==> src/rtl/bick_gen.sv <==
// Audio bit clock (BICK) and frame clock (LRCK) generator.
// BICK is an integer divide of clk_300m; LRCK toggles only on BICK falling
// edges. Divide and frame length are latched at start and at each frame
// boundary, and stopping only happens on a frame boundary.
//
// state | meaning
// ------+---------------------------------------------------------------
// IDLE  | outputs low, counters cleared, waiting for en
// RUN   | dividing clk_300m into BICK, counting bits, driving LRCK
module bick_gen #(
  parameter int DIV_W   = 8,
  parameter int FRAME_W = 7
) (
  input  logic               clk_300m,
  input  logic               rst,
  input  logic               en,
  input  logic [DIV_W-1:0]   half_period,
  input  logic [FRAME_W-1:0] frame_bits,
  output logic               bick_out,
  output logic               lrck_out,
  output logic               bick_rise_pulse,
  output logic               bick_fall_pulse,
  output logic               frame_start,
  output logic               running
);

  typedef enum logic {IDLE = 1'b0, RUN = 1'b1} state_t;

  state_t             state, state_n;
  logic [DIV_W-1:0]   div_cnt, div_n;
  logic [FRAME_W-1:0] bit_cnt, bit_n;
  logic [DIV_W-1:0]   hp_q, hp_n;
  logic [FRAME_W-1:0] fb_q, fb_n;
  logic               bick_n, lrck_n, rise_n, fall_n, fs_n, run_n;

  logic [DIV_W-1:0]   hp_eff;
  logic [FRAME_W-1:0] fb_clr, fb_eff, half_q;

  // Sanitised settings: half period of 0 acts as 1, frame length is even and at least 2
  always_comb begin
    hp_eff = (half_period == '0) ? DIV_W'(1) : half_period;
    fb_clr = {frame_bits[FRAME_W-1:1], 1'b0};
    fb_eff = (fb_clr < FRAME_W'(2)) ? FRAME_W'(2) : fb_clr;
    half_q = fb_q >> 1;
  end

  // Register every output and counter so the generated clocks are glitch-free
  always_ff @(posedge clk_300m) begin
    if (rst) begin
      state           <= IDLE;
      div_cnt         <= '0;
      bit_cnt         <= '0;
      hp_q            <= '0;
      fb_q            <= '0;
      bick_out        <= 1'b0;
      lrck_out        <= 1'b0;
      bick_rise_pulse <= 1'b0;
      bick_fall_pulse <= 1'b0;
      frame_start     <= 1'b0;
      running         <= 1'b0;
    end else begin
      state           <= state_n;
      div_cnt         <= div_n;
      bit_cnt         <= bit_n;
      hp_q            <= hp_n;
      fb_q            <= fb_n;
      bick_out        <= bick_n;
      lrck_out        <= lrck_n;
      bick_rise_pulse <= rise_n;
      bick_fall_pulse <= fall_n;
      frame_start     <= fs_n;
      running         <= run_n;
    end
  end

  // Next-state, divider, bit counter and strobe generation
  always_comb begin
    state_n = state;
    div_n   = div_cnt;
    bit_n   = bit_cnt;
    hp_n    = hp_q;
    fb_n    = fb_q;
    bick_n  = bick_out;
    lrck_n  = lrck_out;
    rise_n  = 1'b0;
    fall_n  = 1'b0;
    fs_n    = 1'b0;
    run_n   = running;

    case (state)
      IDLE: begin
        div_n  = '0;
        bit_n  = '0;
        bick_n = 1'b0;
        lrck_n = 1'b0;
        run_n  = 1'b0;
        if (en) begin
          state_n = RUN;
          hp_n    = hp_eff;
          fb_n    = fb_eff;
          run_n   = 1'b1;
        end
      end

      RUN: begin
        if (div_cnt == hp_q - DIV_W'(1)) begin
          div_n = '0;
          if (!bick_out) begin
            bick_n = 1'b1;
            rise_n = 1'b1;
          end else begin
            bick_n = 1'b0;
            fall_n = 1'b1;
            if (bit_cnt == fb_q - FRAME_W'(1)) begin
              // Frame boundary: the only point where settings and en are honoured
              bit_n  = '0;
              lrck_n = 1'b0;
              hp_n   = hp_eff;
              fb_n   = fb_eff;
              if (en) begin
                fs_n = 1'b1;
              end else begin
                state_n = IDLE;
                run_n   = 1'b0;
              end
            end else begin
              bit_n = bit_cnt + FRAME_W'(1);
              if (bit_cnt == half_q - FRAME_W'(1))
                lrck_n = 1'b1;
            end
          end
        end else begin
          div_n = div_cnt + DIV_W'(1);
        end
      end

      default: begin
        state_n = IDLE;
      end
    endcase
  end

endmodule

==> config.mk <==
export PLATFORM = sky130hd
export DESIGN_NAME = bick_gen
export DESIGN_NICKNAME = d
export VERILOG_FILES = /design/src/rtl/bick_gen.sv
export SDC_FILE = /design/constraint.sdc
export NUM_CORES = 1
export LEC_CHECK = 0
export CAP_MARGIN = 20
export CORE_AREA = 2 2 87 89
export CTS_CLUSTER_DIAMETER = 30
export DETAILED_ROUTE_END_ITERATION = 16
export DIE_AREA = 0 0 89 91
export HOLD_SLACK_MARGIN = 0.1
export MAX_ROUTING_LAYER = met4
export PLACE_DENSITY = 0.44
export SLEW_MARGIN = 30
export SYNTH_ARGS = -nofsm -noshare
export SYNTH_HDL_FRONTEND = slang
export SYNTH_SLANG_ARGS = --single-unit
==> constraint.sdc <==
create_clock -name clk_300m -period 3.4 [get_ports clk_300m]
set_clock_uncertainty 0.2 [all_clocks]
set_input_delay 0.51 -clock clk_300m [delete_from_list [all_inputs] [get_ports clk_300m]]
set_output_delay 0.51 -clock clk_300m [all_outputs]
set_load 0.02 [all_outputs]
==> out/metrics.yaml <==
run_status:
  outcome: "finished, final reports clean"
cells_and_area:
  multi_input_area_sq_um: 1260
  area_delta_synth_final_pct: 18.0
  drive_gt1_share_pct: 6.54
  stdcell_area_sq_um: 2470
  nets: 282
  n_fill_cell: 786
  antenna_cells: 0
  regArea_sq_um: 721
  instances_no_fill: 359
clock_tree:
  cts_tree: "done"
  insertion_delay_ns: 0.29
  ctsHoldBuffers: 0
  clock_path_buffers: 2
  htreeDepth: 2
  clk_pin_slew_ns: 0.07
  post_cts.repair.setup_buffers: 0
  cts_resized: 0
  cts_made_buffers: 5
  clock-sinks: 36
  root_buffer: "clkbuf_8"
synth:
  synth_cell_types: 45
  yosys_warnings: 0
  synth_seq_cells: 36
  seq_area_frac_synth_pct: 34.4
  synthFlopType: "dfxtp_1"
  async_flop_share_pct: 0
  synthCells: 239
  synth_edf_count: 0
  synth_area_sq_um: 2090
  avgSynthCellArea_sq_um: 8.76
  syn_nets: 261
timing:
  tightest_slew_ns: 0.498
  rsz0062_at_grt: "no"
  maxSlewViolCount: 0
  max_freq_mhz: 324
  fin_crit_ns: 3.08
  setup_ws_ns: 0.316
  finalHoldViolCount: 0
  slew_headroom_pct: 66.8
  setup_viol: 0
  fin_crit_sh_pct: 90.7
  tns_ns: 0
setup_path:
  slowest_stage: "o32a_1"
  reg2reg_slack_ns: 0.32
  crit_chain: "inv_1, ha_1, xnor2_1, a211oi_1, o211ai_1, or3_1, o32a_1, buf_4, mux2i_1"
  critPathBufInv: 2
  reg2regPathDepth: 9
  r2r_start: "hp_q[0]"
  cp_top_family: "compound AO/OA/AOI/OAI gates"
  r2r-end: "hp_q[7]"
  max_stage_delay_ns: 0.56
  cp.required_ns: 3.38
  crit_path_end_kind: "register"
  arrival_ns: 3.06
  critical_path_class: "register to register"
  crit_fanout: 8
  start_kind: "register"
place:
  port_buffers: 22
  place_area_sq_um: 2390
  dp_slack_ns: 0.256
  dp_hpwl_mm: 3.13
  placed_cells: 352
  gp_congestion: 0.781
global_routing:
  grt_max_degree: 32
  overflow: 0
  grt_pass1_wl_mm: 7.24
  track_usage_pct: 11.7
  antenna_found_initial: 0
  grt_pass1_vias: 1506
run:
  drv_cap: 0
detailed_routing:
  routed_wl_mm: 4.26
  via_per_inst: 4.52
  wl_per_cell_microns: 11.9
  drc: 0
  ant_nets: 0
  drtIter0Drc: 46
  vias: 1621
  dr.pass1.iters: 4
floorplanning:
  coreArea_sq_um: 7140
  die_area_sq_um: 8100
  io_pins: 24
  start_util_pct: 29.3
  die_width_microns: 89
  die_y_microns: 91
  num_rows: 31
power:
  power_density_nw_per_um2: 363
  leakage_nw: 0.919
  vdd_ir_drop_max_mv: 0.129
min_path:
  holdPathStages: 2
  min_path_type: "register to register"
  hp-start: "hp_q[7]"
  min_to: "hp_q[7]"
flip-flops by register name, summed over array words and instances (netlist names):
name	flops
div_cnt	8
bick_rise_pulse	1
hp_q	8
running	1
bick_out	1
bit_cnt	7
state	1
fb_q	6
frame_start	1
bick_fall_pulse	1
lrck_out	1
worst max-delay path by stage:
stage / cells past startpoint / to / from / slack, ns
global route: 9 / hp_q[5] / hp_q[0] / 0.09
global placement: 9 / hp_q[7] / hp_q[0] / 0.30
floorplan: 10 / fb_q[1] / hp_q[0] / 0.65
finish: 9 / hp_q[7] / hp_q[0] / 0.32
detailed placement: 9 / hp_q[5] / hp_q[0] / 0.26
CTS: 9 / hp_q[7] / hp_q[0] / 0.25
cells in the final DEF (no fill, tap or decap), types with 8 or more instances in the layout:
cell type,n
xor2_1,12
inv_1,8
nand2b_1,27
nor3_1,8
dfxtp_1,36
nand2_1,9
clkdlybuf4s50_1,22
nand3_1,11
mux2i_1,12
nor2_1,18
xnor2_1,20
layer usage:
| layer | up-vias | routed length, microns | track usage [%] |
|---|---|---|---|
| li1 | 867 | - | - |
| met5 | - | 0 | - |
| met3 | 6 | 150 | 3.00 |
| met1 | 722 | 2320 | 16.6 |
| met2 | 26 | 1710 | 15.8 |
| met4 | 0 | 80 | 4.48 |
area by class of cell:
type | instances | share of cell area [%]
inverter | 8 | 1.21
sequential | 36 | 29.1
tap | 99 | 5.01
timing repair buffer | 27 | 10.4
clock inverter | 1 | 0.202
multi-input combinational | 182 | 51.1
clock buffer | 6 | 2.94
power by group:
group          switching, mW  internal (mW)
registers             0.0176          0.435
clock network          0.152          0.139
logic                 0.0693         0.0852
total                  0.239          0.660
cells in the mapped netlist (2+ instances only):
cell type / n / area [sq um]
o22ai_1: 4 / 25.0
nor3_1: 8 / 40.0
clkbuf_1: 9 / 33.8
buf_6: 2 / 22.5
dfxtp_1: 36 / 721
ha_1: 4 / 50.1
inv_1: 8 / 30.0
or3_1: 5 / 31.3
xnor2_1: 20 / 175
a21oi_1: 6 / 30.0
nor2b_1: 2 / 12.5
a211oi_1: 2 / 15.0
xor2_1: 12 / 105
and4_1: 2 / 17.5
or2_2: 2 / 12.5
a21boi_0: 5 / 37.5
o21ai_0: 2 / 10.0
nand2b_1: 27 / 169
nor4_1: 6 / 37.5
mux2i_1: 12 / 120
nor2_1: 18 / 67.6
and3_1: 3 / 18.8
nor3b_1: 3 / 22.5
nand3_1: 11 / 55.1
nand2_1: 9 / 33.8
mux2_4: 2 / 30.0
cell families after synthesis:
logic type,synth area share (%)
AOI/OAI and AO/OA,10.2
xor gates and xnor gates,13.4
adders and majority gates,2.39
buffers and inverters,5.32
DFF,34.4
muxes,7.17
and+or+nand+nor,27.1
metrics by stage:
stage                     util [%]  hold slack, ns  total power [mW]
after CTS                     34.6           0.299             0.913
after detailed placement      33.6           0.281             0.618
after global routing          34.6           0.321             0.951
after global placement        33.6           0.279             0.619
final                         34.6           0.295             0.898
after floorplan                  -           0.249             0.576
worst register-to-register path, delay by kind of cell, from the launching register on:
kind	cells	cell delay, ns
AO/OA/AOI/OAI	3	0.98
XOR/XNOR	1	0.15
buffers and inverters	2	0.36
AND/OR/NAND/NOR	1	0.48
flip-flops	1	0.43
multiplexers	1	0.12
adder cells (fa/ha/maj)	1	0.27
(Power assumes the default switching activity.)
